==> src/rtl/tar_sequencer.sv <==
// JTAG master sequencer: walks a downstream TAP through IR/DR shifts and TAP resets.
// Define TAR_SEQ_IDLE_WAIT_EN to add IDLE_CYCLES Run-Test/Idle cycles after each shift.
module tar_sequencer #(
  parameter int unsigned MAX_LEN      = 32,
  parameter int unsigned RESET_CYCLES = 5,
  parameter int unsigned IDLE_CYCLES  = 4,
  localparam int unsigned LenW        = $clog2(MAX_LEN + 1)
) (
  input  logic               tck_i,
  input  logic               trst_i,
  output logic               tms_o,
  output logic               tdi_o,
  input  logic               tdo_i,
  input  logic               cmd_valid_i,
  output logic               cmd_ready_o,
  input  logic               cmd_reset_i,
  input  logic               cmd_ir_i,
  input  logic [LenW-1:0]    cmd_len_i,
  input  logic [MAX_LEN-1:0] cmd_data_i,
  output logic               rsp_valid_o,
  output logic [MAX_LEN-1:0] rsp_data_o
);

  localparam int unsigned IdxW   = (MAX_LEN > 1) ? $clog2(MAX_LEN) : 1;
  // One counter serves both the reset run and the post-shift wait.
  localparam int unsigned AuxMax = (RESET_CYCLES > IDLE_CYCLES) ? RESET_CYCLES : IDLE_CYCLES;
  localparam int unsigned AuxW   = (AuxMax > 1) ? $clog2(AuxMax) : 1;

  typedef enum logic [3:0] {
    StReset,
    StIdle,
    StSelDr,
    StSelIr,
    StCapture,
    StEnterShift,
    StShift,
    StUpdate,
    StReturn
`ifdef TAR_SEQ_IDLE_WAIT_EN
    , StWait
`endif
  } state_e;

  state_e             state_q, state_d;
  logic [AuxW-1:0]    aux_cnt_q, aux_cnt_d;
  logic [IdxW-1:0]    bit_cnt_q, bit_cnt_d;
  logic [IdxW-1:0]    len_m1_q, len_m1_d;
  logic               ir_q, ir_d;
  logic [MAX_LEN-1:0] data_q, data_d;
  logic [MAX_LEN-1:0] rsp_data_q, rsp_data_d;
  logic [LenW-1:0]    len_clamp;
  logic               last_bit;

  always_ff @(posedge tck_i) begin
    if (trst_i) begin
      state_q    <= StReset;
      aux_cnt_q  <= '0;
      bit_cnt_q  <= '0;
      len_m1_q   <= '0;
      ir_q       <= 1'b0;
      data_q     <= '0;
      rsp_data_q <= '0;
    end else begin
      state_q    <= state_d;
      aux_cnt_q  <= aux_cnt_d;
      bit_cnt_q  <= bit_cnt_d;
      len_m1_q   <= len_m1_d;
      ir_q       <= ir_d;
      data_q     <= data_d;
      rsp_data_q <= rsp_data_d;
    end
  end

  always_comb begin
    state_d     = state_q;
    aux_cnt_d   = aux_cnt_q;
    bit_cnt_d   = bit_cnt_q;
    len_m1_d    = len_m1_q;
    ir_d        = ir_q;
    data_d      = data_q;
    rsp_data_d  = rsp_data_q;
    tms_o       = 1'b0;
    tdi_o       = 1'b0;
    cmd_ready_o = 1'b0;
    rsp_valid_o = 1'b0;
    len_clamp   = (cmd_len_i > LenW'(MAX_LEN)) ? LenW'(MAX_LEN) : cmd_len_i;
    last_bit    = (bit_cnt_q == len_m1_q);

    unique case (state_q)
      StReset: begin
        tms_o = 1'b1;
        if (aux_cnt_q == AuxW'(RESET_CYCLES - 1)) begin
          aux_cnt_d = '0;
          state_d   = StIdle;
        end else begin
          aux_cnt_d = aux_cnt_q + AuxW'(1);
        end
      end
      StIdle: begin
        cmd_ready_o = 1'b1;
        if (cmd_valid_i) begin
          rsp_data_d = '0;
          if (cmd_reset_i) begin
            aux_cnt_d = '0;
            state_d   = StReset;
          end else if (len_clamp == '0) begin
            // Zero-length shift: no TAP traffic, just the response pulse.
            state_d = StReturn;
          end else begin
            ir_d     = cmd_ir_i;
            len_m1_d = IdxW'(len_clamp - LenW'(1));
            data_d   = cmd_data_i;
            state_d  = StSelDr;
          end
        end
      end
      StSelDr: begin
        tms_o   = 1'b1;
        state_d = ir_q ? StSelIr : StCapture;
      end
      StSelIr: begin
        tms_o   = 1'b1;
        state_d = StCapture;
      end
      StCapture: begin
        state_d = StEnterShift;
      end
      StEnterShift: begin
        bit_cnt_d = '0;
        state_d   = StShift;
      end
      StShift: begin
        tdi_o                 = data_q[bit_cnt_q];
        tms_o                 = last_bit;
        rsp_data_d[bit_cnt_q] = tdo_i;
        bit_cnt_d             = bit_cnt_q + IdxW'(1);
        if (last_bit) begin
          state_d = StUpdate;
        end
      end
      StUpdate: begin
        tms_o   = 1'b1;
        state_d = StReturn;
      end
      StReturn: begin
        rsp_valid_o = 1'b1;
`ifdef TAR_SEQ_IDLE_WAIT_EN
        aux_cnt_d   = '0;
        state_d     = StWait;
`else
        state_d     = StIdle;
`endif
      end
`ifdef TAR_SEQ_IDLE_WAIT_EN
      StWait: begin
        if (aux_cnt_q == AuxW'(IDLE_CYCLES - 1)) begin
          aux_cnt_d = '0;
          state_d   = StIdle;
        end else begin
          aux_cnt_d = aux_cnt_q + AuxW'(1);
        end
      end
`endif
      default: begin
        state_d = StReset;
      end
    endcase
  end

  assign rsp_data_o = rsp_data_q;

endmodule

==> config.mk <==
export PLATFORM = sky130hd
export DESIGN_NAME = tar_sequencer
export DESIGN_NICKNAME = d
export VERILOG_FILES = /design/src/rtl/tar_sequencer.sv
export SDC_FILE = /design/constraint.sdc
export NUM_CORES = 1
export LEC_CHECK = 0
export BUFFER_PORTS_ARGS = -buffer_cell sky130_fd_sc_hd__buf_2
export CAP_MARGIN = 20
export CORE_MARGIN = 5
export CORE_UTILIZATION = 59
export DETAILED_ROUTE_END_ITERATION = 7
export HOLD_SLACK_MARGIN = 0.06
export PLACE_DENSITY = 0.94
export SYNTH_ARGS = -nofsm -noshare
export SYNTH_HDL_FRONTEND = slang
export SYNTH_SLANG_ARGS = --single-unit
==> constraint.sdc <==
create_clock -name tck_i -period 3.86 [get_ports tck_i]
set_input_delay 0.193 -clock tck_i [delete_from_list [all_inputs] [get_ports tck_i]]
set_output_delay 0.193 -clock tck_i [all_outputs]
set_load 0.005 [all_outputs]
==> Yosys cells after proc, flatten, opt, wreduce, memory -nomap -nowiden <==
Cells that the tools add are included.
{ "classes": {"n_reduce_logical": 11, "n_eq_ne": 14, "add_sub_neg": 3, "order_cmp": 3, "n_bitwise": 2, "mux": 24} }
{ "ops": {"columns": ["operator", "count"], "rows": [
  ["case mux 32 bit (2 select lines)", 1],
  ["case mux 4 bit (9 select lines)", 1],
  ["bitwise mux 32 bit", 1],
  ["two-way mux 32 bit", 1],
  ["two-way mux 4 bit", 5],
  ["equality test 4 x 3 -> 1 bit, second input constant", 4],
  ["two-way mux 3 bit", 4],
  ["case mux 5 bit (2 select lines)", 1],
  ["equality test 4 x 2 -> 1 bit, second input constant", 2],
  ["!= test 2 bit, second input constant", 4],
  ["> comparator 6 bit, second input constant", 1],
  ["zero test 6 bit", 1],
  ["less-than comparator 5 x 6 -> 1 bit, second input constant", 1],
  ["two-way mux 6 bit", 1],
  ["case mux 3 bit (2 select lines)", 1],
  ["AND reduction 3 bit", 2],
  ["nonzero test 2 bit", 3],
  ["adder 5 x 1 -> 5 bit, second input constant", 1],
  ["binary-select mux 1 bit (select 5 bit)", 1],
  ["demux 1 bit (select 5 bit)", 1],
  ["equality test 5 bit", 1],
  ["greater-or-equal comparator 5 x 1 -> 1 bit, second input constant", 1],
  ["two-way mux 1 bit", 5],
  ["subtractor 5 x 1 -> 5 bit, second input constant", 1],
  ["11 further kinds", 12]
]} }
{ "word_totals": {"out_inout_bits": 36, "inputBits": 44, "word_cells": 64, "regBits": 82} }

==> Depth between registers and ports, before layout <==
Gate-level depths: netlist of run 1.
{ "depth": {"word_depth": 7, "mapped_depth": 9, "depth_no_buf": 7} }

==> Worst setup path after synthesis of run 1 <==
Ideal clock, no wire load.
{ "synth_path": {"path_type": "register to output", "startpoint": "register bit_cnt_q[0]", "endpoint": "output port tdi_o", "stages_incl_launch_ff": 6, "n_path_buf": 1, "required_ns": 3.667, "arrival_time_ns": 1.783, "setup_slack_ns": 1.884, "path_cell_list": "dfxtp_1 -> buf_1 -> mux4_2 -> a22oi_1 -> a41oi_1 -> a31o_2"} }
{ "synth_between": {"elab_chain_cells": 3} }
{ "synth_lines": {"columns": ["element", "line", "text"], "rows": [
  ["from (decl)", "46", "logic [IdxW-1:0] bit_cnt_q, bit_cnt_d;"],
  ["from (signal assigned)", "66", "bit_cnt_q <= bit_cnt_d;"],
  ["binary-select mux 1 bit (select 5 bit)", "133", "tdi_o = data_q[bit_cnt_q];"],
  ["two-way mux 1 bit (implied by the code)", "133", null],
  ["two-way mux 1 bit", "89", "unique case (state_q)"],
  ["to (decl)", "12", "output logic tdi_o,"]
]} }
No other way between the ends. The select of a mux whose other input is x is not followed.

==> Worst setup path in the final report of run 1 <==
{ "layout_path": {"startpoint": "register bit_cnt_q[1]", "endpoint": "output port tdi_o"} }
Same word-level chain as after synthesis.

==> impl_metrics.ini, run 1 <==
[status]
outcome = complete, no violations

[final_layout]
stdcell_area_sq_um = 4423
area_delta_synth_final_pct = 13.74
nFillCells = 499
drive_gt1_share_pct = 20.74
diodes = 0
fin_nets = 586

[timing]
relSlewSlack_pct = 31.97
slew_viol_final = 0
fin_crit_sh_pct = 68.43
setup_viol = 0
rsz0062_at_grt = no
fin_setup_tns_ns = 0
tightest_slew_ns = 1.020
timing.final.crit_period_ns = 2.641
skew_ns = 0.009428
hold_violations = 0
max_freq_mhz = 378.6

[route]
drt_iter0_drc = 367
wl_microns = 9677
drc = 0
vias_per_cell = 5.932
dr_total_vias = 3660
first_pass_iters = 5
ant_nets = 0
routedWlPerCell_microns = 15.68

[clocking]
htree_levels = 3
cts-root-buf = clkbuf_8
clkLatencyLatePin_ns = 0.36
ctsResizeCount = 0
cts-buffers-inserted = 9
cts_sinks = 82
cts_hold_buf = 0
cts.reportedPaths.clkPinSlew_ns = 0.08
post_cts_buffers = 0
cts_tree = built
clockBufferDepth = 2

[worst_setup_path]
cp-start-kind = register
worstReg2RegStart = state_q[2]
end_kind = output pin
required_ns = 3.67
reg2reg_depth = 5
rr_endpoint = len_m1_q[4]
r2r_slack_ns = 1.47
arrival_ns = 2.45
critical_path_peak_fanout = 13
crit_type = reg -> out

[grt]
grt_usage_pct = 22.99
overflow = 0
grt_max_degree = 45
met3_usage_pct = 4.463
first_global_vias = 3407
grt_pass1_wl_microns = 15910
antenna_found_initial = 0
top_usage_layer = met2
use_met2_pct = 37.26
use_met1_pct = 29.91

[synthesis]
synth-seq-cells = 82
yosys_warnings = 0
netlist_instances = 484
synth_area_sq_um = 3889
synth_flop_cell = dfxtp_1
seq_area_frac_synth_pct = 42.21
synth_nets = 535
synthDistinctLibCells = 47
syn_avg_cell_area_sq_um = 8.035
synthArstFlopShare_pct = 0
synth_edf_count = 0

[die]
die_y_microns = 91.19
start_util_pct = 60.89
rows = 29
fp.dieW_microns = 91.19
dieArea_sq_um = 8315
io_pins = 80
core_sq_um = 6386

[power_and_ir_drop]
peakVddDrop_v = 0.0002990
power.leakage_uw = 0.001703
powerDensity_nw_per_um2 = 387.9

[hold_path]
hp-start = cmd_data_i[20]
hp-class = in -> reg
whs_path_depth = 3
hold_end = data_q[20]

[place]
placed_cell_area_sq_um = 4195
dp_hpwl_microns = 6767
gp_congestion = 0.8679
io_buffers = 79

[flow_run]
drv_cap = 0
[sequential cells by signal, summed over array words and instances (netlist names)]
signal / cells
aux_cnt_q: 3
bit_cnt_q: 5
data_q: 32
ir_q: 1
len_m1_q: 5
rsp_data_o: 32
state_q: 4
[critical path, stage by stage, from the launching register on]
cell and delay, ns:
dfxtp_1 0.73, mux4_2 0.58, a32oi_1 0.25, a41oi_1 0.14
a31o_2 0.27, buf_2 0.12
[synthesized netlist by cell type (2+ instances only)]
master | n | share of area (%)
buf_8 | 2 | 0.77
ha_1 | 7 | 2.3
clkbuf_1 | 25 | 2.4
buf_6 | 2 | 0.58
buf_2 | 4 | 0.51
buf_1 | 7 | 0.68
nor3_1 | 9 | 1.2
nand3_1 | 12 | 1.5
inv_1 | 5 | 0.48
a21oi_1 | 91 | 12
or2_2 | 2 | 0.32
a211o_1 | 2 | 0.45
nand2b_1 | 2 | 0.32
nand2_1 | 111 | 11
and2_1 | 5 | 0.80
a211oi_1 | 4 | 0.77
xnor2_1 | 4 | 0.90
nor2b_1 | 7 | 1.1
xor2_1 | 4 | 0.90
o21ai_0 | 22 | 2.8
nor4b_1 | 2 | 0.45
nor2_1 | 16 | 1.5
and3_1 | 8 | 1.3
o211ai_1 | 18 | 3.5
a22oi_1 | 3 | 0.58
mux4_2 | 8 | 4.6
dfxtp_1 | 82 | 42
[metrics by stage]
step                      power, uW  worst slack, ns  util, %  instances  hold WS, ns
after floorplan               987.3            1.884        -        484       0.3290
after global placement         1025            1.612    65.69        601       0.4339
after detailed placement       1033            1.502    65.69        601       0.4397
after CTS                      1717            1.199    69.26        617      0.06567
after global routing           1775            1.091    69.26        617      0.06299
final                          1716            1.219    69.26        617      0.06833
[report_power, final]
| part | internal, uW | leakage [uW] | total, uW | switching (uW) |
|---|---|---|---|---|
| clock network | 383 | 0.000112 | 701 | 318 |
| logic | 58.3 | 0.000929 | 137 | 78.4 |
| registers | 863 | 0.000661 | 878 | 15.1 |
[layout make-up]
class / instances / area (sq um) / share of cell area [%]
Clock buffer: 10 / 137.6 / 3.112
Clock inverter: 6 / 90.09 / 2.037
Inverter: 5 / 18.77 / 0.4243
Multi-Input combinational cell: 357 / 2036 / 46.03
Sequential cell: 82 / 1642 / 37.11
Tap cell: 77 / 96.34 / 2.178
Timing Repair Buffer: 80 / 402.9 / 9.109
[per-layer routing]
layer | routed length (microns) | part of all wire [%]
met5 | 0 | 0
met3 | 702 | 7.3
met1 | 4080 | 42
met4 | 203 | 2.1
met2 | 4690 | 48
[how the worst max path moves through the flow]
| stage | start | endpoint | slack (ns) | cells after the start |
|---|---|---|---|---|
| after floorplan | bit_cnt_q[0] | tdi_o | 1.88 | 5 |
| after global placement | state_q[2] | len_m1_q[4] | 1.61 | 5 |
| after detailed placement | state_q[2] | len_m1_q[4] | 1.50 | 5 |
| after CTS | bit_cnt_q[1] | tdi_o | 1.20 | 5 |
| after global routing | bit_cnt_q[1] | tdi_o | 1.09 | 5 |
| final | bit_cnt_q[1] | tdi_o | 1.22 | 5 |
[cells by family after synthesis]
| family | synth area share, % |
|---|---|
| xor+xnor | 1.802 |
| mux | 4.891 |
| flops | 42.21 |
| simple gates | 22.10 |
| fa+ha+maj | 2.252 |
| buf+inv | 5.438 |
| compound gates | 21.30 |
[placed cells by master (no fill, tap or decap), types with 5 or more instances in the layout]
| cell | Yosys | final |
|---|---|---|
| a21oi_1 | 91 | 91 |
| and2_1 | 5 | 5 |
| and3_1 | 8 | 8 |
| buf_2 | 4 | 79 |
| clkbuf_8 | 0 | 10 |
| dfxtp_1 | 82 | 82 |
| ha_1 | 7 | 7 |
| inv_1 | 5 | 5 |
| mux4_2 | 8 | 8 |
| nand2_1 | 111 | 111 |
| nand3_1 | 12 | 12 |
| nor2_1 | 16 | 16 |
| nor2b_1 | 7 | 7 |
| nor3_1 | 9 | 9 |
| o211ai_1 | 18 | 18 |
| o21ai_0 | 22 | 22 |
(Power assumes the default switching activity.)
==> inputs of run 2 (changes only) <==
--- a/config.mk
+++ b/config.mk
@@ -5,13 +5,14 @@
 export SDC_FILE = /design/constraint.sdc
 export NUM_CORES = 1
 export LEC_CHECK = 0
+export ABC_AREA = 1
 export BUFFER_PORTS_ARGS = -buffer_cell sky130_fd_sc_hd__buf_2
 export CAP_MARGIN = 20
 export CORE_MARGIN = 5
-export CORE_UTILIZATION = 59
+export CORE_UTILIZATION = 50
 export DETAILED_ROUTE_END_ITERATION = 7
 export HOLD_SLACK_MARGIN = 0.06
-export PLACE_DENSITY = 0.94
+export PLACE_DENSITY = 0.85
 export SYNTH_ARGS = -nofsm -noshare
 export SYNTH_HDL_FRONTEND = slang
 export SYNTH_SLANG_ARGS = --single-unit
==> constraint.sdc (replaced) <==
create_clock -name tck_i -period 2.25 [get_ports tck_i]
set_input_delay 0.1125 -clock tck_i [delete_from_list [all_inputs] [get_ports tck_i]]
set_output_delay 0.1125 -clock tck_i [all_outputs]
set_load 0.005 [all_outputs]
==> run 2 against run 1 <==
  * Clock power rose by 51%
  * Via count rose by 18%
  * Area after synthesis up 6.2%
  * Core utilization shrank 8.5 points
  * Sequential share of layout area down 3.9 points
  * Worst setup slack lost 0.90 ns
  * Routed wire length rose by 11%
  * Sequential cell count unchanged
  * Final area grew 12%
  * Combinational power rose to 3.7 times the previous value
  * Critical endpoint unchanged
  * Largest cell class unchanged
==> impl_metrics.ini, run 2 <==
[grt]
grt_pass1_wl_microns = 18020
overflow = 0
first_global_vias = 4054
grt_usage_pct = 21.73
grt_max_degree = 46
antenna_found_initial = 0

[die]
rows = 33
core_sq_um = 8134
start_util_pct = 50.76
die_y_microns = 100.9
dieArea_sq_um = 10180
io_pins = 80
fp.dieW_microns = 100.9

[synthesis]
yosysTopAreaCell = dfxtp_1
netlist_instances = 626
synth_nets = 677
syn_avg_cell_area_sq_um = 6.596
netlist.area_leader.share_pct = 39.76
synth_edf_count = 0
seq_area_frac_synth_pct = 39.76
synth_area_sq_um = 4129
synth_flop_cell = dfxtp_1
synthDistinctLibCells = 29
synthArstFlopShare_pct = 0
synth-seq-cells = 82
ys_top_cells_by_count = nand2_1, dfxtp_1, a21oi_1
synth_area_leaders = dfxtp_1, nand2_1, a21oi_1
synth.most_common_cell = nand2_1
yosys_warnings = 0

[timing]
slew_viol_final = 0
rsz0062_at_grt = no
hold_slack_ns = 0.05784
max_freq_mhz = 516.7
timing.final.crit_period_ns = 1.936
relSlewSlack_pct = 54.69
setup_slack_ns = 0.3145
hold_violations = 0
setup_viol = 0
skew_ns = 0.01107
tightest_slew_ns = 0.6781
fin_crit_sh_pct = 86.02
fin_setup_tns_ns = 0

[worst_setup_path]
max_stage_delay_ns = 0.41
cp_common_cell = nand2_1
end_kind = output pin
crit_family = buffers and inverters
cp-start-kind = register
path_cells = inv_1, nand2_1, nand3_1, nand2_1, nand2_1, nand2_1, nor2_1, a21oi_1, buf_2
arrival_ns = 1.82
path_buf_inv = 2
slowest_stage = inv_1
crit_type = reg -> out
required_ns = 2.14
critical_path_peak_fanout = 16

[clocking]
cts.reportedPaths.clkPinSlew_ns = 0.08
clockBufferDepth = 2
cts_sinks = 82
ctsResizeCount = 0
clkLatencyLatePin_ns = 0.35
cts-buffers-inserted = 9
htree_levels = 3
cts-root-buf = clkbuf_8
cts_tree = built

[place]
dp_hpwl_microns = 7392
io_buffers = 79
post-place-ws_ns = 0.4362
gp_congestion = 0.8619

[hold_path]
hp-class = in -> reg

[route]
first_pass_iters = 5
wl_microns = 10770
ant_nets = 0
drc = 0
routedWlPerCell_microns = 13.09
drt_iter0_drc = 331
dr_total_vias = 4326
vias_per_cell = 5.256

[final_layout]
area_delta_synth_final_pct = 19.61
final_common_cell = nand2_1
drive_gt1_share_pct = 15.74
final_util_pct = 60.71
fin_nets = 764
nFillCells = 733
final_cell_mix = nand2_1, dfxtp_1, a21oi_1, buf_2, inv_1
diodes = 0

[power_and_ir_drop]
powerDensity_nw_per_um2 = 634.1
peakVddDrop_v = 0.0004293
power.leakage_uw = 0.002152
p_total_uw = 3132

[status]
outcome = complete, no violations

[flow_run]
drv_cap = 0
## run 2: cell count changes in the layout (fill, tap and decap cells not counted), sizes merged, moves of 19 or more
| cell | delta |
|---|---|
| nand2 | +57 |
| nor2 | +47 |
| o21ai | +53 |
| inv | +72 |
| dlygate4sd3 | +20 |
| nand3 | +19 |
## run 2: worst min-delay path, stage by stage
cell     delay, ns
buf_2         0.07
o21ai_0       0.07
a21oi_1       0.11
## run 2: cell type report
cell class / count / area, sq um / area share (%)
Clock buffer: 10 / 127.6 / 2.584
Sequential cell: 82 / 1642 / 33.24
Tap cell: 105 / 131.4 / 2.660
Timing Repair Buffer: 107 / 655.6 / 13.28
Multi-Input combinational cell: 436 / 2027 / 41.04
Clock inverter: 6 / 66.31 / 1.343
Inverter: 77 / 289.0 / 5.853
## run 2: layer usage
layer  track usage [%]  share of wire (%)  up-vias
li1                  -                  -     2174
met1             26.94                 42     1975
met2             36.71                 50      147
met3             3.737                5.3       30
met4             9.845                2.8        0
met5                 0                  0        -
## run 2: kinds of logic after synthesis
logic type      Yosys count  share of synthesized area (%)
simple gates            265                          26.36
buf+inv                 108                          11.15
xor+xnor                  2                         0.4243
compound gates          162                          20.18
fa+ha+maj                 7                          2.121
flops                    82                          39.76
## run 2: what timing repair did
action	4_1_cts	5_1_grt
buffers inserted	0	0
hold buffers	20	0
hold endpoints to repair	20	0
## run 2: stage by stage
| step | std cells | instance area (sq um) |
|---|---|---|
| after global placement | 787 | 4544 |
| after CTS | 823 | 4938 |
| after detailed placement | 787 | 4544 |
| after floorplan | 626 | 4129 |
| after global routing | 823 | 4938 |
| final | 823 | 4938 |
## run 2: worst paths after layout
kind | startpoint | to | slack, ns | cells after the start
min | cmd_data_i[2] | data_q[2] | 0.06 | 3
max reg2reg | state_q[2] | rsp_data_o[23] | 0.47 | 6
max | bit_cnt_q[0] | tdi_o | 0.31 | 9
min reg2reg | data_q[5] | data_q[5] | 0.46 | 2
## run 2: power breakdown
part,leakage (uW),internal (uW),switching [uW]
registers,0.000661,1520,41.1
clock network,0.0000889,515,542
logic,0.00140,207,306
total,0.00215,2240,889
